File: config.mk
export PLATFORM = sky130hd
export DESIGN_NAME = store_buffer_access_logic
export DESIGN_NICKNAME = d
export VERILOG_FILES = /design/src/rtl/store_buffer_access_logic.sv
export SDC_FILE = /design/constraint.sdc
export NUM_CORES = 1
export LEC_CHECK = 0
export ABC_AREA = 1
export CORE_MARGIN = 4
export CORE_UTILIZATION = 40
export CTS_CLUSTER_DIAMETER = 200
export CTS_CLUSTER_SIZE = 16
export DETAILED_ROUTE_END_ITERATION = 12
export GPL_TIMING_DRIVEN = 0
export SKIP_CTS_REPAIR_TIMING = 1
export SYNTH_ARGS = -nofsm -noshare
export SYNTH_HDL_FRONTEND = slang
export SYNTH_SLANG_ARGS = --single-unit
File: constraint.sdc
create_clock -name CLK -period 7.6 [get_ports CLK]
set_input_delay 0.76 -clock CLK [delete_from_list [all_inputs] [get_ports CLK]]
set_output_delay 0.76 -clock CLK [all_outputs]
set_load 0.005 [all_outputs]
File: src/rtl/store_buffer_access_logic.sv
// Data-side access logic: DEPTH-entry store buffer drained to the dcache, LL/SC link register, halt/flush.
// Optional macro STORE_FORWARD_EN enables store-to-load forwarding from the buffer.
module store_buffer_access_logic #(
    parameter int DEPTH = 4,
    parameter int DW    = 32,
    parameter int AW    = 32
) (
    input  logic          CLK,
    input  logic          nRST,
    input  logic          dmemREN,
    input  logic          dmemWEN,
    input  logic          datomic,
    input  logic          halt,
    input  logic [AW-1:0] dmemaddr,
    input  logic [DW-1:0] dmemstore,
    output logic          dhit,
    output logic [DW-1:0] dmemload,
    output logic [AW-1:0] daddr,
    output logic [DW-1:0] dstore,
    output logic          dREN,
    output logic          dWEN,
    input  logic          hit,
    input  logic [DW-1:0] ddata,
    input  logic          snoop_valid,
    input  logic [AW-1:0] snoop_addr,
    output logic          wempty,
    output logic          flushed
);
    // state     | meaning
    // IDLE      | accept requests; start a load or a drain
    // LOAD      | cache read in flight for a non-forwarded load/LL
    // DRAIN     | writing head entry to the cache; stores still accepted
    // HALTDRAIN | halt seen; drain remaining entries, no requests served
    // FLUSHED   | buffer empty after halt; terminal until reset
    typedef enum logic [2:0] {IDLE, LOAD, DRAIN, HALTDRAIN, FLUSHED} state_t;

    localparam int PW = $clog2(DEPTH);
    localparam int CW = PW + 1;

    state_t        state, state_next;
    logic [AW-1:0] buf_addr [DEPTH];
    logic [DW-1:0] buf_data [DEPTH];
    logic [PW-1:0] head, tail;
    logic [CW-1:0] count, count_next;
    logic [AW-1:0] link_addr;
    logic          link_valid;
    logic          wempty_q;

    logic          push, pop, link_set, link_clr;
    logic          can_push, sc_ok, req_ok, load_wait, load_go, snoop_hit;
    logic          fwd_hit;
    logic [DW-1:0] fwd_data;
    logic          dhit_c, dren_c, dwen_c;
    logic [DW-1:0] dmemload_c, dstore_c;
    logic [AW-1:0] daddr_c;

    function automatic logic word_eq(input logic [AW-1:0] a, input logic [AW-1:0] b);
        return a[AW-1:2] == b[AW-1:2];
    endfunction

`ifdef STORE_FORWARD_EN
    logic [PW-1:0] fwd_idx;

    // Oldest to youngest, so the last match wins.
    always_comb begin
        fwd_hit  = 1'b0;
        fwd_data = '0;
        fwd_idx  = head;
        for (int k = 0; k < DEPTH; k++) begin
            fwd_idx = head + PW'(k);
            if (CW'(k) < count && word_eq(buf_addr[fwd_idx], dmemaddr)) begin
                fwd_hit  = 1'b1;
                fwd_data = buf_data[fwd_idx];
            end
        end
    end
    assign load_go = 1'b1;
`else
    assign fwd_hit  = 1'b0;
    assign fwd_data = '0;
    // Without forwarding a load may only reach the cache once all older stores have.
    assign load_go  = wempty_q;
`endif

    assign snoop_hit = snoop_valid && word_eq(snoop_addr, link_addr);

    always_comb begin
        state_next = state;
        dhit_c     = 1'b0;
        dmemload_c = '0;
        daddr_c    = '0;
        dstore_c   = '0;
        dren_c     = 1'b0;
        dwen_c     = 1'b0;
        push       = 1'b0;
        pop        = 1'b0;
        link_set   = 1'b0;
        link_clr   = 1'b0;
        load_wait  = 1'b0;
        req_ok     = !halt && (state == IDLE || state == DRAIN);

        case (state)
            DRAIN, HALTDRAIN: begin
                if (count != '0) begin
                    dwen_c   = 1'b1;
                    daddr_c  = buf_addr[head];
                    dstore_c = buf_data[head];
                    pop      = hit;
                end
            end
            LOAD: begin
                dren_c  = 1'b1;
                daddr_c = dmemaddr;
            end
            default: ;
        endcase

        can_push = (count < CW'(DEPTH)) || pop;
        sc_ok    = link_valid && word_eq(link_addr, dmemaddr) && !snoop_hit;

        if (req_ok) begin
            if (dmemWEN) begin
                if (datomic && !sc_ok) begin
                    dhit_c   = 1'b1;
                    link_clr = 1'b1;
                end else if (can_push) begin
                    dhit_c     = 1'b1;
                    push       = 1'b1;
                    dmemload_c = datomic ? DW'(1) : '0;
                    link_clr   = datomic || word_eq(dmemaddr, link_addr);
                end
            end else if (dmemREN) begin
                if (fwd_hit) begin
                    dhit_c     = 1'b1;
                    dmemload_c = fwd_data;
                    link_set   = datomic;
                end else begin
                    load_wait = 1'b1;
                end
            end
        end

        if (state == LOAD && hit) begin
            dhit_c     = 1'b1;
            dmemload_c = ddata;
            link_set   = dmemREN && datomic;
        end

        count_next = count + CW'(push) - CW'(pop);

        case (state)
            IDLE: begin
                if (halt)
                    state_next = HALTDRAIN;
                else if (load_wait && load_go)
                    state_next = LOAD;
                else if (count != '0)
                    state_next = DRAIN;
            end
            LOAD: begin
                if (hit)
                    state_next = halt ? HALTDRAIN : IDLE;
            end
            DRAIN: begin
                if (halt)
                    state_next = HALTDRAIN;
                else if (pop && (count_next == '0 || (load_wait && load_go)))
                    state_next = IDLE;
            end
            HALTDRAIN: begin
                if (count_next == '0)
                    state_next = FLUSHED;
            end
            default: ;
        endcase
    end

    // Nothing is presented to the datapath or the cache while reset is held.
    assign dhit     = nRST && dhit_c;
    assign dREN     = nRST && dren_c;
    assign dWEN     = nRST && dwen_c;
    assign dmemload = nRST ? dmemload_c : '0;
    assign daddr    = nRST ? daddr_c : '0;
    assign dstore   = nRST ? dstore_c : '0;
    assign wempty   = wempty_q;
    assign flushed  = (state == FLUSHED);

    always_ff @(posedge CLK) begin
        if (!nRST) begin
            state      <= IDLE;
            head       <= '0;
            tail       <= '0;
            count      <= '0;
            link_addr  <= '0;
            link_valid <= 1'b0;
            wempty_q   <= 1'b1;
        end else begin
            state    <= state_next;
            count    <= count_next;
            wempty_q <= (count_next == '0);
            if (push)
                tail <= tail + PW'(1);
            if (pop)
                head <= head + PW'(1);
            if (link_set) begin
                link_valid <= 1'b1;
                link_addr  <= dmemaddr;
            end else if (link_clr || snoop_hit) begin
                link_valid <= 1'b0;
            end
        end
    end

    always_ff @(posedge CLK) begin
        if (push) begin
            buf_addr[tail] <= dmemaddr;
            buf_data[tail] <= dmemstore;
        end
    end

endmodule

Yosys cells after proc, flatten, opt, wreduce, memory -nomap -nowiden
Memories as Yosys holds them, arrays and structs flattened. A register that Yosys moved wholly into a read port is not among the register bits.
Index checks and enable logic that the tools add are counted.
{ "word_totals": {"out_inout_bits": 101, "n_memories": 2, "elab_cells": 103, "ramBits": 256, "register_bits": 44} }
{ "mem_list": {"columns": ["name", "words", "width", "rd", "rd_ports_with_merged_regs", "write_ports", "line_no", "rtl"], "rows": [
  ["buf_addr", 4, 32, 1, 1, 1, "41", "logic [AW-1:0] buf_addr [DEPTH];"],
  ["buf_data", 4, 32, 1, 1, 1, "42", "logic [DW-1:0] buf_data [DEPTH];"]
]} }
{ "op_classes": {"magnitude_cmp": 1, "muxes": 51, "n_reduce_logical": 27, "add_sub_neg": 4, "n_eq_ne": 11} }
{ "op_table": {"columns": ["op", "n"], "rows": [
  ["32-bit 2-to-1 mux", 9],
  ["30-bit == test", 3],
  ["32-bit case mux with 2 select lines", 1],
  ["1-bit 2-to-1 mux", 28],
  ["3-bit 2-to-1 mux", 7],
  ["1-bit logical AND", 12],
  ["3-bit case mux with 4 select lines", 1],
  ["2-bit 2-to-1 mux", 5],
  ["3-bit by 2-bit == test with 1-bit output (second input constant)", 2],
  ["3-bit zero test", 2],
  ["1-bit logical OR", 5],
  ["5-bit AND reduction", 1],
  ["2-bit by 1-bit adder with 2-bit output (second input constant)", 2],
  ["2-bit inequality test (second input constant)", 2],
  ["4-bit by 2-bit inequality test with 1-bit output (second input constant)", 1],
  ["4-bit nonzero test", 1],
  ["3-bit by 1-bit adder with 3-bit output", 1],
  ["3-bit by 1-bit == test with 1-bit output (second input constant)", 1],
  ["3-bit == test (second input constant)", 1],
  ["1-bit zero test", 3],
  ["3-bit < comparator (second input constant)", 1],
  ["3-bit by 2-bit inequality test with 1-bit output (second input constant)", 1],
  ["3-bit nonzero test", 1],
  ["3-bit by 1-bit subtractor with 3-bit output", 1],
  ["2 further kinds", 2]
]} }

Longest topological paths before layout
Gate-level depths: netlist (run 1).
{ "depth": {"word_depth": 17, "mapped_depth": 26, "depth_no_buf": 26} }

Worst setup path after synthesis (run 1)
No wires, ideal clock.
{ "synth_timing": {"path_type": "input to register", "start": "input dmemaddr[24]", "end": "memory buf_addr[0][0], enable pin", "required_ns": 7.114, "cell_stages": 12, "n_path_buf": 0, "arrival_time_ns": 4.261, "slack_ns": 2.853, "path_cell_list": "inv_1 nand2_1 nand2_1 nor2_1 nand2_1 nor2_1 nand2_1 nor2_1 nand3_1 nand2_2 nand2_2 nor2_1"} }
{ "synth_between": {"elab_chain_cells": 10} }
{ "synth_rtl": {"columns": ["element", "line_no", "rtl"], "rows": [
  ["start: declaration", "14", "input logic [AW-1:0] dmemaddr,"],
  ["30-bit == test", "58", "return a[AW-1:2] == b[AW-1:2];"],
  ["1-bit logical AND (2 in series)", "119", "sc_ok = link_valid && word_eq(link_addr, dmemaddr) && !snoop_hit;"],
  ["1-bit zero test", "123", "if (datomic && !sc_ok) begin"],
  ["1-bit logical AND", "123", null],
  ["1-bit 2-to-1 mux", "123", null],
  ["1-bit 2-to-1 mux", "122", "if (dmemWEN) begin"],
  ["1-bit 2-to-1 mux", "121", "if (req_ok) begin"],
  ["1-bit 2-to-1 mux", "215", "if (push) begin"],
  ["1-bit 2-to-1 mux (not written as such)", "216", "buf_addr[tail] <= dmemaddr;"],
  ["end: declaration", "41", null]
]} }
No other way between the ends.

Final worst setup path (run 1)
{ "layout_timing": {"start": "input dmemaddr[24]", "end": "register state[1]"} }
{ "layout_between": {"elab_chain_cells": 15, "elab_cells_between_ends": 16, "classes_between": "2 x add/sub; 3 x eq/ne; 3 x mux; 8 x reduce/logical"} }
{ "layout_rtl": {"columns": ["element", "line_no", "rtl"], "rows": [
  ["30-bit == test (*)", "58", null],
  ["1-bit logical AND (*) (2 in series)", "119", null],
  ["1-bit zero test (*)", "123", null],
  ["1-bit logical AND (*)", "123", null],
  ["1-bit 2-to-1 mux (*)", "123", null],
  ["1-bit 2-to-1 mux (*)", "122", null],
  ["1-bit 2-to-1 mux (*)", "121", null],
  ["3-bit by 1-bit adder with 3-bit output (*)", "149", "count_next = count + CW'(push) - CW'(pop);"],
  ["3-bit by 1-bit subtractor with 3-bit output (*)", "149", null],
  ["3-bit zero test (*)", "167, 171", null],
  ["1-bit logical OR", "167", "else if (pop && (count_next == '0 || (load_wait && load_go)))"],
  ["1-bit logical AND", "167", null],
  ["3-bit by 2-bit inequality test with 1-bit output (no line)", null, null],
  ["5-bit AND reduction (no line) (*)", null, null],
  ["end signal: assignment", "198", "state <= state_next;"],
  ["end: declaration", "40", "state_t state, state_next;"]
]} }
Mark *: on every way between the ends. The rest lies on a longest branch, timed or not.
A chain may end at the register's enable or synchronous reset.

==> qor.yml, run 1 <==
sta:
  tightest_slew_ns: 0.825
  drv_slew: 0
  relSlewSlack: 0.449
  rsz0062_at_grt: "false"
  finalSetupViolations: 0
  final.setup.tns_ns: 0
  max_freq_ghz: 0.230
  hold_viol: 0
  period_needed_ns: 4.35
  fin_crit_sh: 0.572
  skew_ns: 0.0229
setup_path:
  cpMostUsedCell: "nand2_1"
  required_ns: 8.06
  critPathLaunchType: "primary input"
  crit_path_max_incr_delay_ns: 0.63
  slowest_stage: "clkdlybuf4s50_1"
  worstPathArrival_ns: 4.81
  cp-end-kind: "flop"
  cp_max_fo: 8
  path_class: "in -> reg"
power:
  p_int_mw: 2.75
  power_density_nw_per_um2: 223
  peakVddDrop_mv: 0.149
  p_total_mw: 3.78
  clockPowerShare: 0.293
  power.leakage_nw: 6.00
  power_switching_mw: 1.03
  p_sw_frac: 0.272
  combPwrFrac: 0.212
  power_frac_seq: 0.496
yosys:
  yosysUniqueCellTypes: 36
  mappedNetlistNets: 1476
  avgSynthCellArea_um2: 9.93
  synth_seq_cells: 300
  yosysWarnings: 0
  syn_inst: 1333
  synth_top_cells_by_area: "edfxtp_1 58%, nor2_1 8.6%, dfxtp_1 6.7%, nand2_1 5.6%, o21ai_0 5.6%"
  yosysTopAreaCellShare: 0.581
  synth_area_leader_cell: "edfxtp_1"
  synth_area_um2: 13200
  yosysSeqAreaShare: 0.647
placed_design:
  dpl.hpwl_mm: 26.2
  dpl_cell_area_um2: 16300
  place.gp.congestion: 0.817
  port-buffer-count: 234
clocking:
  clock_sinks: 300
  cts_tree: "built"
  clk_path_buf_depth: 3
  cts_max_level: 1
  numCtsBuffers: 22
  cts_root_buf: "clkbuf_16"
  clkLatencyLatePin_ns: 0.52
  path_clk_slew_ns: 0.08
flow_run:
  cap_violations: 0
floorplanning:
  start_util: 0.406
  dieWidth_um: 190
  core_um2: 32600
  dieArea_um2: 36100
  num_rows: 66
  num_io_pins: 237
  chipHeight_um: 190
cells_and_area:
  multiInputGateArea_um2: 4020
  area_growth_pct: 28.2
  fin_nets: 1742
  regArea_um2: 8570
  fillers: 2965
  fin_area_um2: 17000
  drive_gt1_frac: 0.0548
  num_antenna_cells: 0
  utilization: 0.520
route:
  ant_nets: 0
  firstDrtPassIters: 5
  via_count: 10100
  wl_per_cell_um: 18.2
  vias_per_cell: 4.94
  drt_iter0_drc: 735
  drt_wl_total_mm: 37.2
  drc: 0
status:
  status: "finished, final reports clean"
global_routing:
  antenna_found_initial: 0
  grt_pass1_wl_mm: 57.3
  grt_pass1_vias: 10200
  track_usage: 0.201
  overflow: 0
  grt_max_degree: 30
hold_path:
  hold_path.class: "reg -> reg"
==> worst max-delay path: cells and delay by family <==
family	cells	cell delay, ns
AND/OR/NAND/NOR	17	1.96
adder cells (fa/ha/maj)	3	0.86
XOR/XNOR	2	0.42
buffers and inverters	4	0.80
==> path summary, 6_finish.rpt <==
path	start	endpoint	slack, ns	cells after the start
worst max-delay path	dmemaddr[24]	state[1]$_SDFFE_PN0P_	3.25	26
worst min-delay path	link_addr[11]$_SDFFE_PN0P_	link_addr[11]$_SDFFE_PN0P_	0.49	2
worst max register to register	link_addr[24]$_SDFFE_PN0P_	state[1]$_SDFFE_PN0P_	3.77	25
worst min register to register	link_addr[11]$_SDFFE_PN0P_	link_addr[11]$_SDFFE_PN0P_	0.49	2
==> Yosys cell counts <==
cell	number
buf_4	1
nand3b_2	1
o21a_1	1
nor2_2	2
o21ai_0	147
nor2_1	302
a21oi_4	1
a21oi_1	70
nand2_1	199
buf_1	9
edfxtp_1	256
a21boi_1	1
clkbuf_1	43
buf_2	18
nand4_1	5
xor2_1	3
nand3_1	10
nor2_4	2
nor3_2	2
inv_2	17
or2_2	2
nor4_1	1
o22ai_1	32
inv_1	87
dfxtp_1	44
ha_1	6
o21ai_1	15
nand2_2	3
nor3_1	1
nand3_2	2
xnor2_1	14
and2_1	1
o21bai_2	1
clkinv_1	1
a22oi_1	32
fa_1	1
==> flip-flops by register name, summed over array words and instances, names as in the netlist, named ones only <==
name        cells
link_valid      1
tail            2
buf_addr      128
state           3
count           3
buf_data      128
link_addr      30
head            2
wempty          1
==> metrics by stage <==
step           cells  hold slack, ns  setup slack (ns)
5_1_grt         2049           0.516              2.81
4_1_cts         2049           0.488              3.22
3_5_place_dp    2017           0.477              2.67
6_report        2049           0.491              3.25
2_1_floorplan   1333           0.457              2.85
3_3_place_gp    2009           0.467            -0.573
==> per-layer routing <==
layer | routed length [um] | global-route usage | vias to the layer above
met5 | 0 | 0 | -
met4 | 928 | 0.0498 | 0
met3 | 1740 | 0.0231 | 53
met2 | 17900 | 0.341 | 283
met1 | 16700 | 0.279 | 4750
li1 | - | - | 5043
==> cell type report <==
type,count,share of cell area
repair buffers,242,0.148
clock buffers,32,0.0372
multi-input cells,857,0.237
well taps,442,0.0326
plain buffers,71,0.0173
inverters,105,0.0232
flip-flops and latches,300,0.505
==> layout by cell type, fill, tap and decap left out, types with 24 or more instances in the layout <==
cell,count
a21oi_1,70
a22oi_1,32
clkbuf_1,51
clkbuf_16,24
clkdlybuf4s50_1,234
dfxtp_1,44
edfxtp_1,256
inv_1,87
nand2_1,199
nor2_1,298
o21ai_0,147
o22ai_1,32
==> power by group through the flow <==
stage	Combinational [mW]	Sequential, mW	Clock (mW)
after CTS	0.810	1.88	1.13
after detailed placement	0.806	1.91	0
after floorplan	0.427	1.91	0
after global placement	0.788	1.92	0
final	0.801	1.88	1.11
after global routing	0.891	1.88	1.20
==> cells by family (layout without fill, tap and decap cells) <==
logic type      after synthesis  count (layout)  synth area share
simple gates                533             533             0.158
compound gates              300             300             0.124
flops                       300             300             0.647
buf+inv                     176             450            0.0519
xor+xnor                     17              17            0.0112
fa+ha+maj                     7               7           0.00718
Note: power is estimated with default switching activity, not from simulation.
==> run 2: changes to the inputs <==
clock period = 4.3 ns   (was 7.6 ns; I/O delays follow)
==> qor.yml, run 2 (synthesis gave the netlist of run 1 again) <==
global_routing:
  grt_pass1_wl_mm: 57.3
  grt_max_degree: 30
  antenna_found_initial: 0
  grt_pass1_vias: 10200
  overflow: 0
  track_usage: 0.201
sta:
  max_freq_ghz: 0.255
  period_needed_ns: 3.92
  skew_ns: 0.0243
  tightest_slew_ns: 0.838
  rsz0062_at_grt: "false"
  relSlewSlack: 0.440
  hold_viol: 0
  finalSetupViolations: 0
  setup_ws_ns: 0.380
  drv_slew: 0
  fin_crit_sh: 0.912
cells_and_area:
  drive_gt1_frac: 0.0548
  num_antenna_cells: 0
  reg_top3: "buf_addr: 128 flops, buf_data: 128 flops, link_addr: 30 flops"
  final_cell_mix: "298 x nor2_1, 256 x edfxtp_1, 222 x clkdlybuf4s50_1"
  utilization: 0.521
  multiInputGateArea_um2: 4020
  final_common_cell: "nor2_1"
  fin_area_um2: 17000
  fin_nets: 1742
  fillers: 2964
  area_growth_pct: 28.4
  regArea_um2: 8570
floorplanning:
  chipHeight_um: 190
  dieArea_um2: 36100
  num_rows: 66
  dieWidth_um: 190
  core_um2: 32600
  num_io_pins: 237
  start_util: 0.406
power:
  p_int_mw: 4.87
  combPwrFrac: 0.211
  p_sw_frac: 0.273
  power.leakage_nw: 6.11
  power_switching_mw: 1.83
  peakVddDrop_mv: 0.263
  power_density_nw_per_um2: 394
  clockPowerShare: 0.293
  power_frac_seq: 0.496
clocking:
  path_clk_slew_ns: 0.08
  clk_path_buf_depth: 3
  numCtsBuffers: 22
  cts_tree: "built"
  cts_root_buf: "clkbuf_16"
  cts_max_level: 1
  clock_sinks: 300
  clkLatencyLatePin_ns: 0.52
placed_design:
  place.gp.congestion: 0.817
  port-buffer-count: 234
  dpl_cell_area_um2: 16300
  dpl_worst_slack_ns: -0.299
  dpl.hpwl_mm: 26.2
setup_path:
  slowest_stage: "clkdlybuf4s50_1"
  cpMostUsedCell: "nand2_1"
  required_ns: 4.76
  path_class: "in -> reg"
  cp-end-kind: "flop"
  crit_path_max_incr_delay_ns: 0.70
  critPathLaunchType: "primary input"
  cp_max_fo: 8
  worstPathArrival_ns: 4.38
hold_path:
  hold_path.class: "in -> reg"
status:
  status: "finished, final reports clean"
route:
  drc: 0
  via_count: 10100
  firstDrtPassIters: 5
  wl_per_cell_um: 18.2
  ant_nets: 0
  vias_per_cell: 4.95
  drt_wl_total_mm: 37.2
  drt_iter0_drc: 709
flow_run:
  cap_violations: 0
==> run 2: through the flow <==
stage / power (mW) / instances / hold WS (ns) / TNS (ns)
global route: 7.01 / 2049 / 0.319 / 0
CTS: 6.75 / 2049 / 0.488 / 0
detailed placement: 4.81 / 2017 / 0.477 / -0.867
finish: 6.69 / 2049 / 0.303 / 0
floorplan: 4.14 / 1333 / 0.457 / -29.88
global placement: 4.79 / 2009 / 0.467 / -896.03
==> run 2: layout make-up <==
| cell class | count | area share |
|---|---|---|
| well taps | 442 | 0.0325 |
| inverters | 105 | 0.0232 |
| flip-flops and latches | 300 | 0.504 |
| clock buffers | 32 | 0.0371 |
| plain buffers | 71 | 0.0172 |
| multi-input cells | 857 | 0.236 |
| repair buffers | 242 | 0.150 |
==> run 2: per-layer routing <==
| metal | routed length, um | vias to the layer above | track usage | share of wire |
|---|---|---|---|---|
| met1 | 16700 | 4765 | 0.279 | 0.45 |
| li1 | - | 5044 | - | - |
| met2 | 17900 | 275 | 0.341 | 0.48 |
| met5 | 0 | - | 0 | 0 |
| met4 | 913 | 0 | 0.0498 | 0.025 |
| met3 | 1700 | 51 | 0.0231 | 0.046 |
==> run 2: path summary, 6_finish.rpt <==
kind	cells past startpoint	slack (ns)	startpoint	to
setup / recovery	26	0.38	dmemaddr[2]	state[1]$_SDFFE_PN0P_
hold / removal	1	0.30	dmemaddr[19]	buf_addr[1][19]$_DFFE_PP_
setup reg to reg	25	0.50	link_addr[24]$_SDFFE_PN0P_	state[1]$_SDFFE_PN0P_
hold reg to reg	2	0.49	link_addr[11]$_SDFFE_PN0P_	link_addr[11]$_SDFFE_PN0P_
==> run 2: power by group through the flow <==
stage               clock (mW)  combinational, mW  sequential, mW
global placement             0               1.39            3.39
floorplan                    0              0.756            3.38
global route              2.11               1.57            3.33
detailed placement           0               1.42            3.38
CTS                       2.00               1.43            3.32
finish                    1.96               1.41            3.32
==> run 2: critical path: cells and delay by family <==
| family | cells | cell delay, ns |
|---|---|---|
| xor+xnor | 2 | 0.42 |
| fa+ha+maj | 3 | 0.86 |
| simple gates | 17 | 1.77 |
| buf+inv | 4 | 0.88 |
